$ cat src/rtl/mul_seq_16_pkg.sv
// Shared ALU constants and the sequential multiplier state encoding.
package mul_seq_16_pkg;

  // Default operand width of the multiplier.
  localparam int unsigned MulWidth = 16;

  // Width of one carry-lookahead slice in the ripple adder.
  localparam int unsigned ClaSliceWidth = 4;

  typedef enum logic [1:0] {
    StIdle = 2'd0,
    StRun  = 2'd1,
    StDone = 2'd2
  } mul_state_e;

  // The iteration counter must reach WIDTH without wrapping.
  function automatic int unsigned cnt_width(input int unsigned w);
    return $clog2(w) + 1;
  endfunction

endpackage

$ cat src/rtl/mul_seq_16_if.sv
// Operand/result handshake bundle for the sequential multiplier.
interface mul_seq_16_if import mul_seq_16_pkg::*; #(
  parameter int unsigned WIDTH = MulWidth
);
  logic               start;
  logic [WIDTH-1:0]   a;
  logic [WIDTH-1:0]   b;
  logic               ready;
  logic               busy;
  logic               done;
  logic [2*WIDTH-1:0] p;

  modport master (
    output start, a, b,
    input  ready, busy, done, p
  );

  modport slave (
    input  start, a, b,
    output ready, busy, done, p
  );
endinterface

$ cat src/rtl/add_16.sv
// WIDTH-bit adder: a ripple of 4-bit carry-lookahead slices.
module add_16 import mul_seq_16_pkg::*; #(
  parameter int unsigned WIDTH = MulWidth
) (
  input  logic [WIDTH-1:0] a_i,
  input  logic [WIDTH-1:0] b_i,
  input  logic             c_i,
  output logic [WIDTH-1:0] s_o,
  output logic             c_o
);
  localparam int unsigned NumSlices = WIDTH / ClaSliceWidth;

  for (genvar s = 0; s < NumSlices; s++) begin : g_slice
    logic [3:0] g;
    logic [3:0] p;
    logic       ci;
    logic       c1;
    logic       c2;
    logic       c3;
    logic       co;

    // Per-slice carry-in is a separate net so the chain never forms a vector loop.
    if (s == 0) begin : g_first
      assign ci = c_i;
    end else begin : g_rest
      assign ci = g_slice[s-1].co;
    end

    assign g  = a_i[4*s +: 4] & b_i[4*s +: 4];
    assign p  = a_i[4*s +: 4] ^ b_i[4*s +: 4];
    assign c1 = g[0] | (p[0] & ci);
    assign c2 = g[1] | (p[1] & g[0]) | (p[1] & p[0] & ci);
    assign c3 = g[2] | (p[2] & g[1]) | (p[2] & p[1] & g[0]) | (p[2] & p[1] & p[0] & ci);
    assign co = g[3] | (p[3] & g[2]) | (p[3] & p[2] & g[1]) | (p[3] & p[2] & p[1] & g[0])
              | (p[3] & p[2] & p[1] & p[0] & ci);
    assign s_o[4*s +: 4] = p ^ {c3, c2, c1, ci};
  end

  assign c_o = g_slice[NumSlices-1].co;
endmodule

$ cat src/rtl/mul_seq_16.sv
// Unsigned shift-add multiplier: one product bit per cycle, WIDTH iterations.
module mul_seq_16 import mul_seq_16_pkg::*; #(
  parameter int unsigned WIDTH = MulWidth
) (
  input logic         clk,
  input logic         rst,
  mul_seq_16_if.slave bus
);
  localparam int unsigned CntW = cnt_width(WIDTH);

  mul_state_e         state_q, state_d;
  logic [WIDTH-1:0]   mcand_q, mcand_d;
  logic [2*WIDTH-1:0] prod_q, prod_d;
  logic [CntW-1:0]    cnt_q, cnt_d;

  logic [WIDTH-1:0]   addend;
  logic [WIDTH-1:0]   sum;
  logic               c_out;

  assign addend = prod_q[0] ? mcand_q : '0;

  add_16 #(
    .WIDTH (WIDTH)
  ) u_add (
    .a_i (prod_q[2*WIDTH-1:WIDTH]),
    .b_i (addend),
    .c_i (1'b0),
    .s_o (sum),
    .c_o (c_out)
  );

  // Next-state: load operands when ready, otherwise iterate; the adder carry
  // lands directly in the product's top bit, so no separate carry flop exists.
  always_comb begin
    state_d = state_q;
    mcand_d = mcand_q;
    prod_d  = prod_q;
    cnt_d   = cnt_q;
    case (state_q)
      StIdle, StDone: begin
        state_d = StIdle;
        if (bus.start) begin
          mcand_d = bus.a;
          prod_d  = {{WIDTH{1'b0}}, bus.b};
          cnt_d   = '0;
          state_d = StRun;
        end
      end
      StRun: begin
        prod_d = {c_out, sum, prod_q[WIDTH-1:1]};
        cnt_d  = cnt_q + 1'b1;
        if (cnt_q == CntW'(WIDTH - 1)) begin
          state_d = StDone;
        end
      end
      default: state_d = StIdle;
    endcase
  end

  // State registers with synchronous reset taking priority over start.
  always_ff @(posedge clk) begin
    if (rst) begin
      state_q <= StIdle;
      mcand_q <= '0;
      prod_q  <= '0;
      cnt_q   <= '0;
    end else begin
      state_q <= state_d;
      mcand_q <= mcand_d;
      prod_q  <= prod_d;
      cnt_q   <= cnt_d;
    end
  end

  assign bus.ready = (state_q == StIdle) || (state_q == StDone);
  assign bus.busy  = (state_q == StRun);
  assign bus.done  = (state_q == StDone);
  assign bus.p     = prod_q;
endmodule
$ cat src/flat_wrapper.sv
// flat-port wrapper written by rule: the top's interface ports become plain ports
module mul_seq_16_flat import mul_seq_16_pkg::*;
#(
  parameter int unsigned WIDTH = MulWidth
)
  (clk, rst, bus_start, bus_a, bus_b, bus_ready, bus_busy, bus_done, bus_p);
  mul_seq_16_if #(.WIDTH(WIDTH)) bus_i ();
  input logic clk;
  input logic rst;
  input wire logic [$bits(bus_i.start)-1:0] bus_start;
  input wire logic [$bits(bus_i.a)-1:0] bus_a;
  input wire logic [$bits(bus_i.b)-1:0] bus_b;
  output wire logic [$bits(bus_i.ready)-1:0] bus_ready;
  output wire logic [$bits(bus_i.busy)-1:0] bus_busy;
  output wire logic [$bits(bus_i.done)-1:0] bus_done;
  output wire logic [$bits(bus_i.p)-1:0] bus_p;
  assign bus_i.start = bus_start;
  assign bus_i.a = bus_a;
  assign bus_i.b = bus_b;
  assign bus_ready = bus_i.ready;
  assign bus_busy = bus_i.busy;
  assign bus_done = bus_i.done;
  assign bus_p = bus_i.p;
  mul_seq_16 #(.WIDTH(WIDTH)) u_core (.clk(clk), .rst(rst), .bus(bus_i));
endmodule
$ cat config.mk
export PLATFORM = sky130hd
export DESIGN_NAME = mul_seq_16_flat
export DESIGN_NICKNAME = d
export VERILOG_FILES = /design/src/rtl/mul_seq_16_pkg.sv /design/src/rtl/mul_seq_16_if.sv /design/src/rtl/add_16.sv /design/src/rtl/mul_seq_16.sv /design/src/flat_wrapper.sv
export SDC_FILE = /design/constraint.sdc
export NUM_CORES = 1
export LEC_CHECK = 0
export CAP_MARGIN = 30
export CORE_ASPECT_RATIO = 1.1
export CORE_MARGIN = 3
export CORE_UTILIZATION = 49
export DETAILED_ROUTE_END_ITERATION = 16
export MAX_ROUTING_LAYER = met4
export PLACE_DENSITY_LB_ADDON = 0.1
export SLEW_MARGIN = 25
export SYNTH_ARGS = -nofsm -noshare
export SYNTH_HDL_FRONTEND = slang
export SYNTH_SLANG_ARGS = --single-unit
$ cat constraint.sdc
create_clock -name clk -period 2.99 [get_ports clk]
set_input_delay 0.4485 -clock clk [delete_from_list [all_inputs] [get_ports clk]]
set_output_delay 0.4485 -clock clk [all_outputs]
set_load 0.1 [all_outputs]
# After elaboration in Yosys (flattened, before gate mapping)

Cells that the tools add are included.
W data, S select, Z words.

Add/sub/neg operators: 1
Eq/ne operators: 5
Bitwise logic cells: 105
Reduce and logical (&&, ||, !) cells: 6
Mux-type cells: 8

Operators by type and width:

| operator              | number |
|---|---|
| $pmux W32 S2          | 1 |
| $and A1 B1 Y1         | 57 |
| $or A1 B1 Y1          | 36 |
| $mux W32              | 1 |
| $xor A4 B4 Y4         | 8 |
| $and A4 B4 Y4         | 4 |
| $mux W16              | 1 |
| $pmux W5 S2           | 1 |
| $add A5 B1 Y5 const B | 1 |
| $eq A5 B4 Y1 const B  | 1 |
| $mux W5               | 1 |
| $pmux W2 S2           | 1 |
| $reduce_and A2 Y1     | 2 |
| $eq A2 B1 Y1 const B  | 1 |
| $eq A2 B2 Y1 const B  | 1 |
| $logic_not A2 Y1      | 1 |
| $mux W2               | 1 |
| $ne A2 B1 Y1 const B  | 1 |
| $ne A2 B2 Y1 const B  | 1 |
| $reduce_bool A2 Y1    | 1 |
| $reduce_or A2 Y1      | 1 |
| $logic_or A1 B1 Y1    | 1 |
| $mux W1               | 1 |

Logic and storage cells: 129
Register bits: 55
Output and inout bits: 35

# Depth between registers and ports, before layout

Gate-level depths: netlist of the first run.

Depth after elaboration: 14
Gate-level depth with buffers: 12
Gate-level depth less buffers: 11

# Hierarchy

A second synthesis of the first run with hierarchy kept.

Cells, all modules: 329
Area total of the unflattened synthesis: 2,940.3 um^2

Modules (own cells, without submodules):

| module     | sequential area each (um^2) | instances | area an instance (um^2) | cells an instance |
|---|---|---|---|---|
| mul_seq_16 | 1,101.1                     | 1         | 2,135.8                 | 231 |
| add_16     | 0.0                         | 1         | 804.5                   | 98 |

# Worst setup path before layout of the first run

Ideal clock, no wire load.

Path type: reg-to-reg
From: register u_core.prod_q[0], in the netlist u_core.bus.p[0]
To: register u_core.prod_q[28], in the netlist u_core.bus.p[28]
Buffers on the path: 0
Setup slack: -0.266 ns
Stages on the path, launching flop included: 12
Data arrival time: 3.128 ns
Data required time: 2.862 ns
Cell sequence: dfxtp_1 -> and2_1 -> ha_1 -> a41o_1 -> a211oi_2 -> nor4_2 -> o21ai_0 -> nand2b_1 -> fa_1 -> xor2_1 -> a22oi_1 -> nor2_1

Word-level cells in the longest chain between the ends: 14

RTL lines:

| what                                                  | RTL line                   | text |
|---|---|---|
| start: declaration                                    | mul_seq_16.sv:13           | `logic [2*WIDTH-1:0] prod_q, prod_d;` |
| start signal: assignment                              | mul_seq_16.sv:70           | `prod_q <= prod_d;` |
| $mux W16 *                                            | mul_seq_16.sv:20           | `assign addend = prod_q[0] ? mcand_q : '0;` |
| $xor A4 B4 Y4 / $and A4 B4 Y4 (equally long branches) | add_16.sv:30, add_16.sv:29 |  |
| $and A1 B1 Y1 (on tied branches)                      | -                          |  |
| $or A1 B1 Y1, or another cell as far along            | add_16.sv:34               | `assign co = g[3] \| (p[3] & g[2]) \| (p[3] & p[2] & g[1]) \| (p[3] & p[2] & p[1] & g[0])` |
| $or A1 B1 Y1 / $and A1 B1 Y1 (equally long branches)  | add_16.sv:34               |  |
| $or A1 B1 Y1                                          | add_16.sv:34               |  |
| $and A1 B1 Y1                                         | add_16.sv:35               | `\| (p[3] & p[2] & p[1] & p[0] & ci);` |
| $or A1 B1 Y1                                          | add_16.sv:35               |  |
| $and A1 B1 Y1                                         | add_16.sv:35               |  |
| $or A1 B1 Y1                                          | add_16.sv:35               |  |
| $and A1 B1 Y1                                         | add_16.sv:31               | `assign c1 = g[0] \| (p[0] & ci);` |
| $or A1 B1 Y1                                          | add_16.sv:31               |  |
| $xor A4 B4 Y4 *                                       | add_16.sv:36               | `assign s_o[4*s +: 4] = p ^ {c3, c2, c1, ci};` |
| $pmux W32 S2 *                                        | mul_seq_16.sv:39           | `case (state_q)` |

Every way passes the cells marked *; elsewhere a longest branch is shown, timed or not.
A chain may end at the register's enable or synchronous reset.

# Worst setup path after layout of the first run

Ends and elaborated chain as after synthesis.

==> flow_metrics.py, run 1 <==
metrics = {
    "yosys": {
        "synthesis.nets": 371,
        "post_synthesis_register_bit_count": 55,
        "synth.area.top_cells": "sky130_fd_sc_hd__dfxtp_1, sky130_fd_sc_hd__ha_1, sky130_fd_sc_hd__nand2_1",
        "syn_avg_cell_area_um2": 8.56,
        "synthTopCellsByCount": "sky130_fd_sc_hd__nand2_1, sky130_fd_sc_hd__dfxtp_1, sky130_fd_sc_hd__a21oi_1, sky130_fd_sc_hd__a22oi_1, sky130_fd_sc_hd__nor2_1",
        "synth_async_sr_flop_share_pct": 0,
        "syn_inst": 314,
        "synthMostInstantiatedCell": "sky130_fd_sc_hd__nand2_1",
        "synth_top_area_share_pct": 41.0,
        "yosys.cell_types.count": 43,
        "synth_warnings": 0,
        "synth-edff-count": 0,
        "synthFlopType": "sky130_fd_sc_hd__dfxtp_1",
        "syn_area_um2": 2690,
        "ys_seq_area_share_pct": 41.0,
        "library_cell_with_the_largest_summed_area_after_synthesis": "sky130_fd_sc_hd__dfxtp_1",
    },
    "timing": {
        "max_clock_freq_ghz": 0.360,
        "timing.clock.skew_ns": 0.00533,
        "timing.final.crit_period_ns": 2.78,
        "setup_tns_ns": 0,
        "final_setup_margin_ns": 0.211,
        "hold_violations": 0,
        "rsz_0062_raised_after_global_routing": "false",
        "slew-limit-headroom_pct": 38.5,
        "maxSlewViolCount": 0,
        "worstMarginPinSlew_ns": 0.923,
        "finalCritPeriodShare_pct": 92.9,
        "final-setup-viol-count": 0,
    },
    "hold_path": {
        "hold_path_startpoint": "u_core.mcand_q[3]$_SDFFE_PP0P_",
        "hold_path_depth": 2,
        "hp-class": "flop to flop",
        "worst_hold_path.endpoint": "u_core.mcand_q[3]$_SDFFE_PP0P_",
    },
    "detailed_routing": {
        "drt-total-wl_mm": 6.07,
        "detail_route.iter0.violations": 97,
        "ant_nets_after_route": 0,
        "post_drt_wl_per_cell_um": 13.5,
        "detailroute.via_count": 2459,
        "viasPerCell": 5.45,
        "drc_violations_left": 0,
        "drt_first_pass_iters": 4,
    },
    "floorplan": {
        "start_util_pct": 52.3,
        "fp.dieArea_um2": 6410,
        "ioPinCount": 70,
        "core.rowCount": 27,
        "die-width_um": 76.6,
        "die-height_um": 83.7,
        "core_area_um2": 5130,
    },
    "power_and_ir_drop": {
        "cellLeakagePower_nw": 1.55,
        "ir_drop_v": 0.000342,
        "power-per-cell-area_nw_per_um2": 464,
    },
    "clocking": {
        "clk_pin_slew_worst_paths_ns": 0.09,
        "cts_sinks": 55,
        "clock_buffer_count_from_cts": 5,
        "cts-root-to-sink-buffers": 2,
        "post-cts-setup-buffers": 0,
        "clk-insertion-delay-late_ns": 0.30,
        "holdBufCountCts": 0,
        "cts_tree": "yes",
        "h-tree-depth": 2,
        "cts.root.buffer_cell": "sky130_fd_sc_hd__clkbuf_8",
        "cts.repair.resized": 0,
    },
    "grt": {
        "first_global_vias": 2277,
        "antenna_found_initial": 0,
        "grt_remaining_overflow": 0,
        "track_usage_pct": 19.5,
        "wire_length_of_the_first_global_routing_pass_mm": 10.0,
        "largest_net_degree_at_the_start_of_global_routing": 51,
    },
    "worst_setup_path": {
        "end_kind": "flop",
        "worstRegToRegCells": 11,
        "worst_path_max_delay_cell": "sky130_fd_sc_hd__fa_1",
        "timing.reg2reg.setup_slack_ns": 0.21,
        "reg2reg_from": "u_core.bus.p[0]$_SDFFE_PP0P_",
        "critPathMaxStageDelay_ns": 0.38,
        "crit_fanout": 6,
        "critical_path_class": "flop to flop",
        "start_kind": "flop",
        "worstPathArrival_ns": 2.94,
        "crit_chain": "and2_1 > ha_1 > a41o_1 > a211oi_2 > nor4_2 > o21ai_0 > nand2b_1 > fa_1 > xor2_1 > a22oi_1 > nor2_1",
        "worst_r2r_endpoint": "u_core.bus.p[28]$_SDFFE_PP0P_",
        "critical_path_required_ns": 3.15,
    },
    "place": {
        "detailedPlace.worstSlack_ns": 0.251,
        "buffer_ports.inserted": 69,
        "dp_hpwl_mm": 4.46,
        "place_area_um2": 3380,
        "routabilityCongestion": 0.861,
    },
    "layout": {
        "end_of_flow_core_utilization_pct": 67.7,
        "post_route_cells_drive_above_1_share_pct": 15.3,
        "layout-area-overhead-vs-synth_pct": 29.5,
        "finish.net_count": 436,
        "num_antenna_cells": 0,
        "final_design_area_no_fill_um2": 3480,
    },
    "status": {
        "status": "finished, final reports clean",
    },
    "job": {
        "cap_viol_max_count": 0,
    },
}
==> state kept, by name, indices dropped and copies added (netlist names) <==
register	flops
u_core.bus.p	32
u_core.mcand_q	16
u_core.cnt_q	5
u_core.state_q	2
==> logic make-up after synthesis <==
group | count (synthesis) | synth area share (%)
buf+inv | 20 | 2.98
flops | 55 | 41.0
xor+xnor | 8 | 2.61
fa+ha+maj | 22 | 11.4
simple gates | 113 | 19.0
compound gates | 96 | 23.1
==> per-layer routing <==
metal  part of all wire, %  global-route usage [%]  vias to the layer above
met2                    48                    32.8                       66
met4                  0.77                    4.61                        0
li1                      -                       -                     1230
met5                     0                       -                        -
met1                    46                    23.9                     1159
met3                   4.8                    4.21                        4
==> through the flow <==
step	power (mW)	cells	hold WS (ns)
2_1_floorplan	1.04	314	0.432
3_3_place_gp	1.15	444	0.440
3_5_place_dp	1.15	444	0.445
4_1_cts	1.63	451	0.458
5_1_grt	1.68	451	0.479
6_report	1.62	451	0.457
==> where the power goes <==
| part | switching (mW) | internal [mW] |
|---|---|---|
| registers | 0.0233 | 0.765 |
| clock network | 0.233 | 0.246 |
| logic | 0.242 | 0.107 |
| total | 0.498 | 1.12 |
==> worst max path at each step <==
stage	startpoint	endpoint	slack (ns)
2_1_floorplan	u_core.bus.p[22]$_SDFFE_PP0P_	u_core.bus.p[28]$_SDFFE_PP0P_	0.06
6_report	u_core.bus.p[0]$_SDFFE_PP0P_	u_core.bus.p[28]$_SDFFE_PP0P_	0.21
4_1_cts	u_core.bus.p[0]$_SDFFE_PP0P_	u_core.bus.p[28]$_SDFFE_PP0P_	0.22
5_1_grt	u_core.bus.p[0]$_SDFFE_PP0P_	u_core.bus.p[28]$_SDFFE_PP0P_	0.05
3_5_place_dp	u_core.bus.p[0]$_SDFFE_PP0P_	u_core.bus.p[28]$_SDFFE_PP0P_	0.25
3_3_place_gp	u_core.bus.p[0]$_SDFFE_PP0P_	u_core.bus.p[28]$_SDFFE_PP0P_	0.29
==> critical path: cells and delay by family (launching register included) <==
kind                     cells  cell delay (ns)
XOR/XNOR                     1             0.15
AO/OA/AOI/OAI                4             0.97
AND/OR/NAND/NOR              4             0.43
adder cells (fa/ha/maj)      2             0.71
flip-flops                   1             0.35
==> layout make-up <==
cell class / count / area, um2
clock buffer: 6 / 72.6
timing repair buffer: 75 / 656
tap: 72 / 90.1
multi-input combinational: 239 / 1510
sequential: 55 / 1110
clock inverter: 1 / 30.0
fill: 462 / 1660
inverter: 3 / 11.3
==> placed cells by master, fill, tap and decap left out, drive strengths merged, types with 3 or more instances in the layout <==
cell type,count
a21o,5
a21oi,40
a22oi,25
and2,17
buf,42
clkbuf,6
clkdlybuf4s50,33
dfxtp,55
fa,4
ha,18
inv,3
nand2,56
nor2,25
nor2b,3
o21a,3
o21ai,9
xor2,6
Note: power is estimated with default switching activity, not from simulation.
==> run 2: changes to the inputs <==
--- a/config.mk
+++ b/config.mk
@@ -5,7 +5,7 @@
 export SDC_FILE = /design/constraint.sdc
 export NUM_CORES = 1
 export LEC_CHECK = 0
-export CAP_MARGIN = 30
+export CAP_MARGIN = 20
 export CORE_ASPECT_RATIO = 1.1
 export CORE_MARGIN = 3
 export CORE_UTILIZATION = 49
==> results of run 2 <==
The final DEF is identical to that of run 1; final timing and power are the same.
==> run 3: changes to the inputs <==
--- a/config.mk
+++ b/config.mk
@@ -7,7 +7,6 @@
 export LEC_CHECK = 0
 export CAP_MARGIN = 20
 export CORE_ASPECT_RATIO = 1.1
-export CORE_MARGIN = 3
 export CORE_UTILIZATION = 49
 export DETAILED_ROUTE_END_ITERATION = 16
 export MAX_ROUTING_LAYER = met4
==> run 3 against run 2 <==
Combinational power is essentially flat. Sequential share of layout area grew 0.21 points. Clock power fell by 16%. Cell count up 0.22%. Die area decreased by 9.8%. Worst setup slack improved by 0.042 ns. Routed wire length up 0.15%. Maximum frequency up 1.6%. Core utilization is 0.44 points lower. Largest power group unchanged.
==> flow_metrics.py, run 3 (same netlist as run 1, synthesis figures left out) <==
metrics = {
    "timing": {
        "finalCritPeriodShare_pct": 91.5,
        "setup_tns_ns": 0,
        "worstMarginPinSlew_ns": 0.897,
        "final-setup-viol-count": 0,
        "maxSlewViolCount": 0,
        "whs_ns": 0.457,
        "slew-limit-headroom_pct": 40.2,
        "timing.clock.skew_ns": 0.00409,
        "max_clock_freq_ghz": 0.365,
        "hold_violations": 0,
        "rsz_0062_raised_after_global_routing": "false",
        "timing.final.crit_period_ns": 2.74,
    },
    "floorplan": {
        "core_area_um2": 5130,
        "fp.dieArea_um2": 5780,
        "ioPinCount": 70,
        "core.rowCount": 27,
        "start_util_pct": 52.3,
        "die-height_um": 79.7,
        "die-width_um": 72.6,
    },
    "worst_setup_path": {
        "worstRegToRegCells": 11,
        "critical_path_class": "flop to flop",
        "critical_path_required_ns": 3.16,
        "crit_fanout": 6,
        "start_kind": "flop",
        "worstPathArrival_ns": 2.90,
        "end_kind": "flop",
    },
    "clocking": {
        "cts_sinks": 55,
        "clk_pin_slew_worst_paths_ns": 0.10,
        "cts.root.buffer_cell": "sky130_fd_sc_hd__clkbuf_8",
        "clock_buffer_count_from_cts": 5,
        "post-cts-setup-buffers": 0,
        "h-tree-depth": 2,
        "clk-insertion-delay-late_ns": 0.31,
        "cts-root-to-sink-buffers": 2,
        "cts_tree": "yes",
    },
    "detailed_routing": {
        "detail_route.iter0.violations": 106,
        "viasPerCell": 5.38,
        "drc_violations_left": 0,
        "drt_first_pass_iters": 4,
        "ant_nets_after_route": 0,
        "post_drt_wl_per_cell_um": 13.5,
        "drt-total-wl_mm": 6.08,
        "detailroute.via_count": 2433,
    },
    "power_and_ir_drop": {
        "power.total_mw": 1.54,
        "power-per-cell-area_nw_per_um2": 445,
        "ir_drop_v": 0.000307,
        "cellLeakagePower_nw": 1.54,
    },
    "place": {
        "routabilityCongestion": 0.885,
        "buffer_ports.inserted": 69,
        "dp_hpwl_mm": 4.37,
    },
    "layout": {
        "num_antenna_cells": 0,
        "most-common-layout-cells": "sky130_fd_sc_hd__nand2_1, sky130_fd_sc_hd__dfxtp_1, sky130_fd_sc_hd__a21oi_1, sky130_fd_sc_hd__buf_4, sky130_fd_sc_hd__clkdlybuf4s50_1",
        "fillCellCount": 456,
        "layout-area-overhead-vs-synth_pct": 28.6,
        "largest_reg_flops": 32,
        "finish.net_count": 436,
        "most_common_cell_after_layout_fill_and_taps_aside": "sky130_fd_sc_hd__nand2_1",
        "post_route_cells_drive_above_1_share_pct": 15.5,
    },
    "grt": {
        "grt_remaining_overflow": 0,
        "antenna_found_initial": 0,
        "wire_length_of_the_first_global_routing_pass_mm": 10.3,
        "track_usage_pct": 23.3,
        "largest_net_degree_at_the_start_of_global_routing": 51,
        "first_global_vias": 2359,
    },
    "job": {
        "cap_viol_max_count": 0,
    },
    "hold_path": {
        "hold_path_depth": 2,
        "hp-class": "flop to flop",
    },
    "status": {
        "status": "finished, final reports clean",
    },
}
-- run 3: stage by stage --
step	utilization, %	area [um2]	std cells	worst slack [ns]
6_report	67.3	3460	452	0.254
3_3_place_gp	65.6	3370	444	0.278
5_1_grt	67.3	3460	452	0.0867
3_5_place_dp	65.6	3370	444	0.219
4_1_cts	67.3	3460	452	0.186
2_1_floorplan	-	2690	314	0.0573
-- run 3: path summary, 6_finish.rpt --
| kind | startpoint | end | slack, ns |
|---|---|---|---|
| setup / recovery | u_core.bus.p[0]$_SDFFE_PP0P_ | u_core.bus.p[28]$_SDFFE_PP0P_ | 0.25 |
| hold / removal | u_core.mcand_q[12]$_SDFFE_PP0P_ | u_core.mcand_q[12]$_SDFFE_PP0P_ | 0.46 |
| setup reg to reg | u_core.bus.p[0]$_SDFFE_PP0P_ | u_core.bus.p[28]$_SDFFE_PP0P_ | 0.25 |
| hold reg to reg | u_core.mcand_q[12]$_SDFFE_PP0P_ | u_core.mcand_q[12]$_SDFFE_PP0P_ | 0.46 |
-- run 3: report_power, final --
group / switching [mW] / internal, mW / total (mW)
registers: 0.0239 / 0.765 / 0.789
clock network: 0.238 / 0.164 / 0.402
logic: 0.242 / 0.106 / 0.348
total: 0.503 / 1.04 / 1.54
-- run 3: worst max-delay path: stages (launching register included) --
cell and delay [ns]:
sky130_fd_sc_hd__dfxtp_2 0.36, sky130_fd_sc_hd__and2_1 0.16, sky130_fd_sc_hd__ha_1 0.34, sky130_fd_sc_hd__a41o_1 0.29, sky130_fd_sc_hd__a211oi_2 0.32, sky130_fd_sc_hd__nor4_2 0.12, sky130_fd_sc_hd__o21ai_1 0.20, sky130_fd_sc_hd__nand2b_1 0.09
sky130_fd_sc_hd__fa_1 0.38, sky130_fd_sc_hd__xor2_1 0.15, sky130_fd_sc_hd__a22oi_1 0.14, sky130_fd_sc_hd__nor2_1 0.05
-- run 3: area by class of cell --
class                           instances  area (um2)  share of cell area [%]
Timing Repair Buffer                   75         656                    19.0
Multi-Input combinational cell        239        1510                    43.6
Clock buffer                            6        72.6                    2.10
Sequential cell                        55        1110                    32.0
Inverter                                3        11.3                   0.326
Clock inverter                          2        12.5                   0.362
Tap cell                               72        90.1                    2.61
-- run 3: routing by layer --
metal,share of wire [%],global-route usage (%),up-vias
met5,0,-,-
met4,1.2,8.82,0
met3,4.2,3.16,7
met2,48,39.8,69
met1,47,27.9,1128
li1,-,-,1229
-- run 3: timing repair --
item,in CTS,in global routing
gates resized for setup,0,1
hold buffers,0,0
endpoints found under the setup margin,0,1
